===== config.mk =====
export PLATFORM = sky130hd
export DESIGN_NAME = dual_or2_74x32
export DESIGN_NICKNAME = d
export VERILOG_FILES = /design/src/rtl/dual_or2_74x32.sv
export SDC_FILE = /design/constraint.sdc
export NUM_CORES = 1
export LEC_CHECK = 0
export BUFFER_PORTS_ARGS = -buffer_cell sky130_fd_sc_hd__buf_2
export CORE_AREA = 2 2 39 41
export DETAILED_ROUTE_END_ITERATION = 10
export DIE_AREA = 0 0 41 43
export HOLD_SLACK_MARGIN = 0.1
export SLEW_MARGIN = 20
export SYNTH_ARGS = -nofsm -noshare
export SYNTH_HDL_FRONTEND = slang
export SYNTH_SLANG_ARGS = --single-unit

===== constraint.sdc =====
create_clock -name clk -period 1 [get_ports clk]
set_clock_uncertainty 0.2 [all_clocks]
set_input_delay 0.05 -clock clk [delete_from_list [all_inputs] [get_ports clk]]
set_output_delay 0.05 -clock clk [all_outputs]
set_load 0.01 [all_outputs]

===== src/rtl/dual_or2_74x32.sv =====
// dual_or2_74x32 : gates 1 and 2 of a 74x32 quad 2-input OR package, with a
// small clocked observation block for board-level checking.
//
// Ports
//   clk         observation clock (no effect on Y1/Y2)
//   rst         asynchronous active-high reset of the observation registers
//   A1, B1      gate 1 inputs
//   A2, B2      gate 2 inputs
//   Y1, Y2      combinational OR outputs, independent of clk/rst
//   Y1_q, Y2_q  Y1/Y2 registered on rising clk
//   rise1/2     registered one-cycle pulse when Y*_q goes 0->1
//   cnt1/2      saturating per-gate rising-edge counters (TOGGLE_CNT_EN only)
//
// Optional feature macro: TOGGLE_CNT_EN (adds cnt1/cnt2 and their counters).
// Parameter CNT_W (1..32) sets the counter width.

module dual_or2_74x32 #(
    parameter int unsigned CNT_W = 8
) (
    input  logic             clk,
    input  logic             rst,
    input  logic             A1,
    input  logic             B1,
    input  logic             A2,
    input  logic             B2,
    output logic             Y1,
    output logic             Y2,
    output logic             Y1_q,
    output logic             Y2_q,
    output logic             rise1,
    output logic             rise2
`ifdef TOGGLE_CNT_EN
    ,
    output logic [CNT_W-1:0] cnt1,
    output logic [CNT_W-1:0] cnt2
`endif
);

    // Elaboration-time guard on the counter width.
    if (CNT_W < 1 || CNT_W > 32) begin : g_bad_cnt_w
        $error("dual_or2_74x32: CNT_W must be in 1..32");
    end

    // Gate outputs: 4-state OR already gives 1 when either input is 1 and X
    // when the other input is X/Z, so no explicit X handling is needed.
    assign Y1 = A1 | B1;
    assign Y2 = A2 | B2;

    // Rising edge of the value about to be captured versus the held sample.
    logic rise1_d;
    logic rise2_d;

    always_comb begin
        rise1_d = Y1 & ~Y1_q;
        rise2_d = Y2 & ~Y2_q;
    end

    // Observation registers; cleared state acts as the previous sample of 0.
    always_ff @(posedge clk or posedge rst) begin
        if (rst) begin
            Y1_q  <= 1'b0;
            Y2_q  <= 1'b0;
            rise1 <= 1'b0;
            rise2 <= 1'b0;
        end else begin
            Y1_q  <= Y1;
            Y2_q  <= Y2;
            rise1 <= rise1_d;
            rise2 <= rise2_d;
        end
    end

`ifdef TOGGLE_CNT_EN
    // Saturating rising-edge counters, updated on the same edge as the pulse.
    always_ff @(posedge clk or posedge rst) begin
        if (rst) begin
            cnt1 <= '0;
            cnt2 <= '0;
        end else begin
            if (rise1_d && (cnt1 != {CNT_W{1'b1}})) begin
                cnt1 <= cnt1 + CNT_W'(1);
            end
            if (rise2_d && (cnt2 != {CNT_W{1'b1}})) begin
                cnt2 <= cnt2 + CNT_W'(1);
            end
        end
    end
`endif

endmodule


# [After elaboration in Yosys (flattened, before gate mapping)]
# Cells that the tools add are included.
[op_classes] bitwise=6
[op_table] op="$and A1 B1 Y1" count=2
[op_table] op="$not A1 Y1" count=2
[op_table] op="$or A1 B1 Y1" count=2
[totals] reg_bits=4 inputBits=6 output_inout_bits=6 wordCells=10

# [Logic depth before layout (Yosys ltp)]
# Gate-level depths: netlist (run 1).
[logic_depth] depth_word=2 depth_mapped=1 mapped_depth_nobuf=1

# [Least setup slack after synthesis (run 1)]
# No wires, ideal clock.
[synth_timing] kind="register to register" start="reg Y1_q" end="reg rise1" setup_ns=0.063 arrival_ns=0.611 t_required_ns=0.737 path_slack_ns=0.125 stages_incl_launch_ff=2 path_buffers=0 period_less_slack_ns=0.875 cell_sequence="dfrtp_1 -> o21ba_2"
[synth_via] elab_chain_len=2
[synth_lines] item="start, declared" line_no="28" text="output logic Y1_q,"
[synth_lines] item="start signal, assigned" line_no="61" text="Y1_q <= 1'b0;"
[synth_lines] item="start signal, assigned" line_no="66" text="Y1_q <= Y1;"
[synth_lines] item="$not A1 Y1" line_no="54" text="rise1_d = Y1 & ~Y1_q;"
[synth_lines] item="$and A1 B1 Y1" line_no="54"
[synth_lines] item="named net rise1_d" line_no="50" text="logic rise1_d;"
[synth_lines] item="end signal, assigned" line_no="68" text="rise1 <= rise1_d;"
[synth_lines] item="end, declared" line_no="30" text="output logic rise1,"
# The timed path passes the listed nets, and every way through them passes these cells.

# [Worst setup path in the final report (run 1)]
[layout_timing] start="reg Y1_q" end="out Y1_q"
# No word-level cell between the ends.

==> impl_metrics.py, run 1 <==
metrics = {
    "status": {
        "status": "complete, but fails checks",
        "violations": "negative hold slack",
    },
    "pwr": {
        "switchingPower_mw": 0.09418,
        "p_int_mw": 0.3298,
        "power_density_nw_per_um2": 1738,
        "power_mw": 0.4239,
        "swShare_pct": 22.22,
        "peakVddDrop_mv": 0.2318,
        "power_frac_seq_pct": 40.8,
        "combPwrFrac_pct": 11.0,
        "power_leakage_nw": 0.1219,
        "p_clk_share_pct": 48.1,
    },
    "clocking": {
        "cts_tree": "yes",
        "cts_buffers": 3,
        "cts_hold_buf": 1,
        "path_clk_slew_ns": 0.04,
        "cts.sinks": 4,
        "post_cts_buffers": 0,
        "clk_latency_ns": 0.23,
        "clockBufferDepth": 2,
        "htreeDepth": 1,
        "cts-root-buf": "clkbuf_4",
        "cts-resized-gates": 0,
    },
    "floorplanning": {
        "coreArea_um2": 1384,
        "ios": 12,
        "initial_utilization_pct": 9.855,
        "die_w_um": 41,
        "rows": 14,
        "die_h_um": 43,
        "dieArea_um2": 1763,
    },
    "job": {
        "drv_cap": 0,
    },
    "setup_path": {
        "cp-endpoint": "Y1_q",
        "worst-setup-path-type": "reg -> out",
        "crit_fanout": 2,
        "reg2reg_depth": 1,
        "cp-end-kind": "output port",
        "crit_buf_inv": 1,
        "rr_startpoint": "Y1_q",
        "critical_path.startpoint": "Y1_q",
        "rrSetupSlack_ns": 0.16,
        "cp.depth": 1,
        "path_cells": "buf_2",
        "worst_path_max_delay_cell": "dfrtp_1",
        "cpPeakStageDelay_ns": 0.36,
        "cp.required_ns": 0.75,
        "crit_path_start_kind": "flop",
        "critical_path.top_delay_family": "flip-flops",
        "crit_arrival_ns": 0.73,
        "r2r-end": "rise1",
    },
    "timing": {
        "fin_crit_ns": 0.9845,
        "rsz0062_at_grt": "true",
        "setup_viol": 0,
        "relSlewSlack_pct": 89.28,
        "fin_crit_sh_pct": 98.45,
        "final-hold-violation-count": 4,
        "worst_pin_slew_ns": 0.1606,
        "worst_hold_slack_ns": -0.1555,
        "slew_viol_final": 0,
        "finalSetupTns_ns": 0,
        "fmax_mhz": 1016,
    },
    "yosys": {
        "synth-seq-cells": 4,
        "syn_area_per_cell_um2": 15.15,
        "ys_seq_area_share_pct": 73.39,
        "synthTopCellsByArea": "dfrtp_1, o21ba_2, or2_1",
        "yosysTopAreaCell": "dfrtp_1",
        "synthCells": 9,
        "synth_top_cell_area_share_pct": 73.39,
        "synth_cell_types": 4,
        "ys_warn_count": 0,
        "syn-num-nets": 15,
        "synth_area_um2": 136.4,
    },
    "placement": {
        "port_buffers": 11,
        "placed_cells": 36,
        "routabilityCongestion": 0.5830,
        "placed_cell_area_um2": 211.5,
    },
    "route": {
        "drc": 0,
        "viasPerCell": 2.925,
        "finalWirelength_um": 381,
        "via_count": 117,
        "drt_iter0_drc": 1,
        "drtPass1Iterations": 2,
        "wl_per_cell_um": 9.525,
        "final_antenna_net_count": 0,
    },
    "global_route": {
        "antenna_found_initial": 0,
        "grt_pass1_vias": 132,
        "grt_max_degree": 5,
        "overflow": 0,
        "gr-usage-all-layers_pct": 5.930,
        "grt_pass1_wl_um": 545,
    },
    "finish": {
        "finalInstanceArea_um2": 244.0,
        "antenna_cells": 0,
        "mostFrequentLayoutCell": "buf_2",
        "nets": 32,
        "layout_common_cells": "buf_2, dfrtp_1, clkbuf_4",
        "syn_to_final_growth_pct": 78.90,
        "layout-drive-gt1-share_pct": 66.67,
        "finalNonFillerCells": 40,
    },
    "min_path": {
        "hold_class": "in -> reg",
    },
}
## layer usage
layer | global-route usage (%) | vias up | share of wire [%]
li1 | - | 58 | -
met1 | 5.806 | 47 | 47
met2 | 5.625 | 12 | 29
met3 | 5.759 | 0 | 24
met4 | 8.000 | 0 | 0
met5 | 0 | - | 0
## sequential cells by signal, summed over array words and instances, names as in the netlist
name / flops
rise2: 1
Y2_q: 1
rise1: 1
Y1_q: 1
## area by class of cell
class | count | area, µm²
Fill cell | 158 | 1140
Sequential cell | 4 | 100.1
Timing Repair Buffer | 12 | 65.06
Multi-Input combinational cell | 4 | 32.53
Clock buffer | 3 | 22.52
Tap cell | 16 | 20.02
Inverter | 1 | 3.754
## Yosys cell counts, drive strengths merged
cell	count
dfrtp	4
inv	1
o21ba	2
or2	2
## worst min-delay path by stage
stage | from | end | cells after the start
6_report | B2 | Y2_q | 2
3_5_place_dp | rst | rise2 | 2
5_1_grt | B2 | Y2_q | 2
4_1_cts | B2 | Y2_q | 2
3_3_place_gp | rst | rise2 | 2
2_1_floorplan | rst | Y1_q | 1
## power groups by stage
stage	Sequential, mW	Clock, mW	Combinational, mW
5_1_grt	0.174	0.222	0.0525
3_3_place_gp	0.175	0	0.0443
6_report	0.173	0.204	0.0467
3_5_place_dp	0.175	0	0.0442
2_1_floorplan	0.180	0	0.0138
4_1_cts	0.173	0.215	0.0476
## stage by stage
step	utilization, %	setup slack (ns)
floorplan	-	0.1254
global placement	15.28	0.1692
detailed placement	15.28	0.1596
CTS	17.63	0.002456
global route	17.63	-0.01657
finish	17.63	0.01548
## cell families after synthesis
group | after synthesis | share of synthesized area [%]
buffers and inverters | 1 | 2.750
and+or+nand+nor | 2 | 9.173
AOI/OAI and AO/OA | 2 | 14.68
DFF | 4 | 73.40
(Power assumes the default switching activity.)
==> inputs of run 2 (changes only) <==
ABC_AREA = 1   (was unset)
==> run 2 against run 1 <==
The run now ends clean. Die area unchanged. Synthesized cell count up 22%. Sequential power about the same. Non-clock buffer count increased by 5. Sequential cell count unchanged. Cell area increased by 19%. Core utilization up 3.4 points. Via count increased by 21%. Register-to-register slack about the same. First-iteration DRC count down 100%. Final cell count grew 18%. Largest cell class is now non-clock buffers. Largest power group unchanged.
==> impl_metrics.py, run 2 <==
metrics = {
    "global_route": {
        "grt_max_degree": 5,
        "grt_pass1_vias": 146,
        "antenna_found_initial": 0,
        "overflow": 0,
        "gr-usage-all-layers_pct": 4.935,
        "grt_pass1_wl_um": 489,
    },
    "timing": {
        "final-hold-violation-count": 0,
        "fmax_mhz": 1017,
        "fin_crit_ns": 0.9837,
        "fin_crit_sh_pct": 98.37,
        "relSlewSlack_pct": 90.50,
        "rsz0062_at_grt": "true",
        "worst_hold_slack_ns": 0.04183,
        "finalSetupTns_ns": 0,
        "setup_ws_ns": 0.01628,
        "setup_viol": 0,
        "slew_viol_final": 0,
        "worst_pin_slew_ns": 0.1423,
    },
    "clocking": {
        "cts_hold_buf": 5,
        "cts.sinks": 4,
        "cts_buffers": 3,
        "clockBufferDepth": 2,
        "cts_tree": "yes",
        "clk_latency_ns": 0.23,
        "path_clk_slew_ns": 0.04,
        "cts-root-buf": "clkbuf_4",
        "htreeDepth": 1,
    },
    "setup_path": {
        "cpPeakStageDelay_ns": 0.36,
        "crit_buf_inv": 1,
        "worst_path_max_delay_cell": "dfrtp_1",
        "cp-end-kind": "output port",
        "crit_arrival_ns": 0.73,
        "crit_path_start_kind": "flop",
        "critical_path.top_delay_family": "flip-flops",
        "worst-setup-path-type": "reg -> out",
        "cp.required_ns": 0.75,
        "rr_startpoint": "Y1_q",
        "crit_fanout": 2,
        "path_cells": "buf_2",
        "critical_path.startpoint": "Y1_q",
    },
    "yosys": {
        "synth-seq-cells": 4,
        "synth_top_cell_area_share_pct": 76.19,
        "synthArstFlopShare_pct": 100.0,
        "synthTopCellsByArea": "dfrtp_1, nor2_2, inv_1",
        "syn-num-nets": 17,
        "yosysMostFrequentCell": "dfrtp_1",
        "synth_flop_cell": "dfrtp_1",
        "syn_area_per_cell_um2": 11.94,
        "ys_seq_area_share_pct": 76.19,
        "ys_warn_count": 0,
        "yosysTopAreaCell": "dfrtp_1",
        "synth_edf_count": 0,
        "synth_area_um2": 131.4,
        "synthCells": 11,
        "synthTopCellsByCount": "dfrtp_1, inv_1, nor2_1, nor2_2",
        "synth_cell_types": 4,
    },
    "finish": {
        "syn_to_final_growth_pct": 121.9,
        "mostFrequentLayoutCell": "buf_2",
        "fillers": 165,
        "antenna_cells": 0,
        "layout-drive-gt1-share_pct": 54.84,
        "nets": 39,
        "layout_common_cells": "buf_2, dlygate4sd3_1, dfrtp_1",
    },
    "pwr": {
        "power_mw": 0.4337,
        "power_leakage_nw": 0.1475,
        "power_density_nw_per_um2": 1488,
        "peakVddDrop_mv": 0.2259,
    },
    "floorplanning": {
        "coreArea_um2": 1384,
        "ios": 12,
        "die_w_um": 41,
        "dieArea_um2": 1763,
        "initial_utilization_pct": 9.494,
        "die_h_um": 43,
        "rows": 14,
    },
    "route": {
        "met2_length_um": 177,
        "drtPass1Iterations": 1,
        "maxUsedRoutingLayer": "met3",
        "drc": 0,
        "final_antenna_net_count": 0,
        "wl_met3_um": 33,
        "drt_iter0_drc": 0,
        "met1Wirelength_um": 92,
        "viasPerCell": 3.000,
        "wl_per_cell_um": 6.447,
        "via_count": 141,
        "finalWirelength_um": 303,
    },
    "job": {
        "drv_cap": 0,
    },
    "placement": {
        "place_ws_ns": 0.2568,
        "routabilityCongestion": 0.5108,
        "port_buffers": 11,
    },
    "min_path": {
        "hold_class": "in -> async",
    },
    "status": {
        "status": "completed",
    },
}
## run 2: worst register-to-register path: cells and delay by family (launching register included)
family	cells	cell delay [ns]
AND/OR/NAND/NOR	1	0.09
buffers and inverters	1	0.13
flip-flops	1	0.36
## run 2: cells by family (layout without fill, tap and decap cells)
family                 Yosys count  in the layout  synth area share (%)
buffers and inverters            3             23                 8.571
and+or+nand+nor                  4              4                 15.24
DFF                              4              4                 76.19
## run 2: per-layer routing
layer	track usage [%]	up-vias
li1	-	70
met1	3.571	66
met4	8.000	0
met2	6.250	5
met3	3.141	0
met5	0	-
## run 2: final cells by class
type                       instances  area, µm²  share of cell area, %
clock buffer                       3      22.52                  7.725
multi-input combinational          4      25.02                  8.584
timing repair buffer              17      112.6                  38.63
tap                               16      20.02                  6.867
inverter                           3      11.26                  3.863
sequential                         4      100.1                  34.33
## run 2: timing repair
item / CTS / global route
buffers inserted: 0 / 1
resized for setup: 0 / 1
setup endpoints to repair: 0 / 3
hold endpoints to repair: 8 / 4
## run 2: path summary, 6_finish.rpt
path / endpoint / slack (ns) / cells past startpoint
setup reg to reg: rise1 / 0.16 / 2
hold / removal: rise2 / 0.04 / 3
min in group clk: Y2 / 0.19 / 4
hold reg to reg: rise2 / 0.22 / 1
max in group asynchronous: Y1_q / 0.41 / 3
setup / recovery: Y1_q / 0.02 / 1
## run 2: per-stage QoR
stage	instance area, µm²	std cells	utilization (%)
after detailed placement	206.4	38	14.92
final	291.5	47	21.07
after global placement	206.4	38	14.92
after CTS	279.0	46	20.16
after floorplan	131.4	11	-
after global routing	291.5	47	21.07
## run 2: power by group
group | switching [mW] | total [mW] | internal, mW
registers | 0.00247 | 0.173 | 0.171
logic | 0.0258 | 0.0605 | 0.0347
clock network | 0.0656 | 0.200 | 0.134
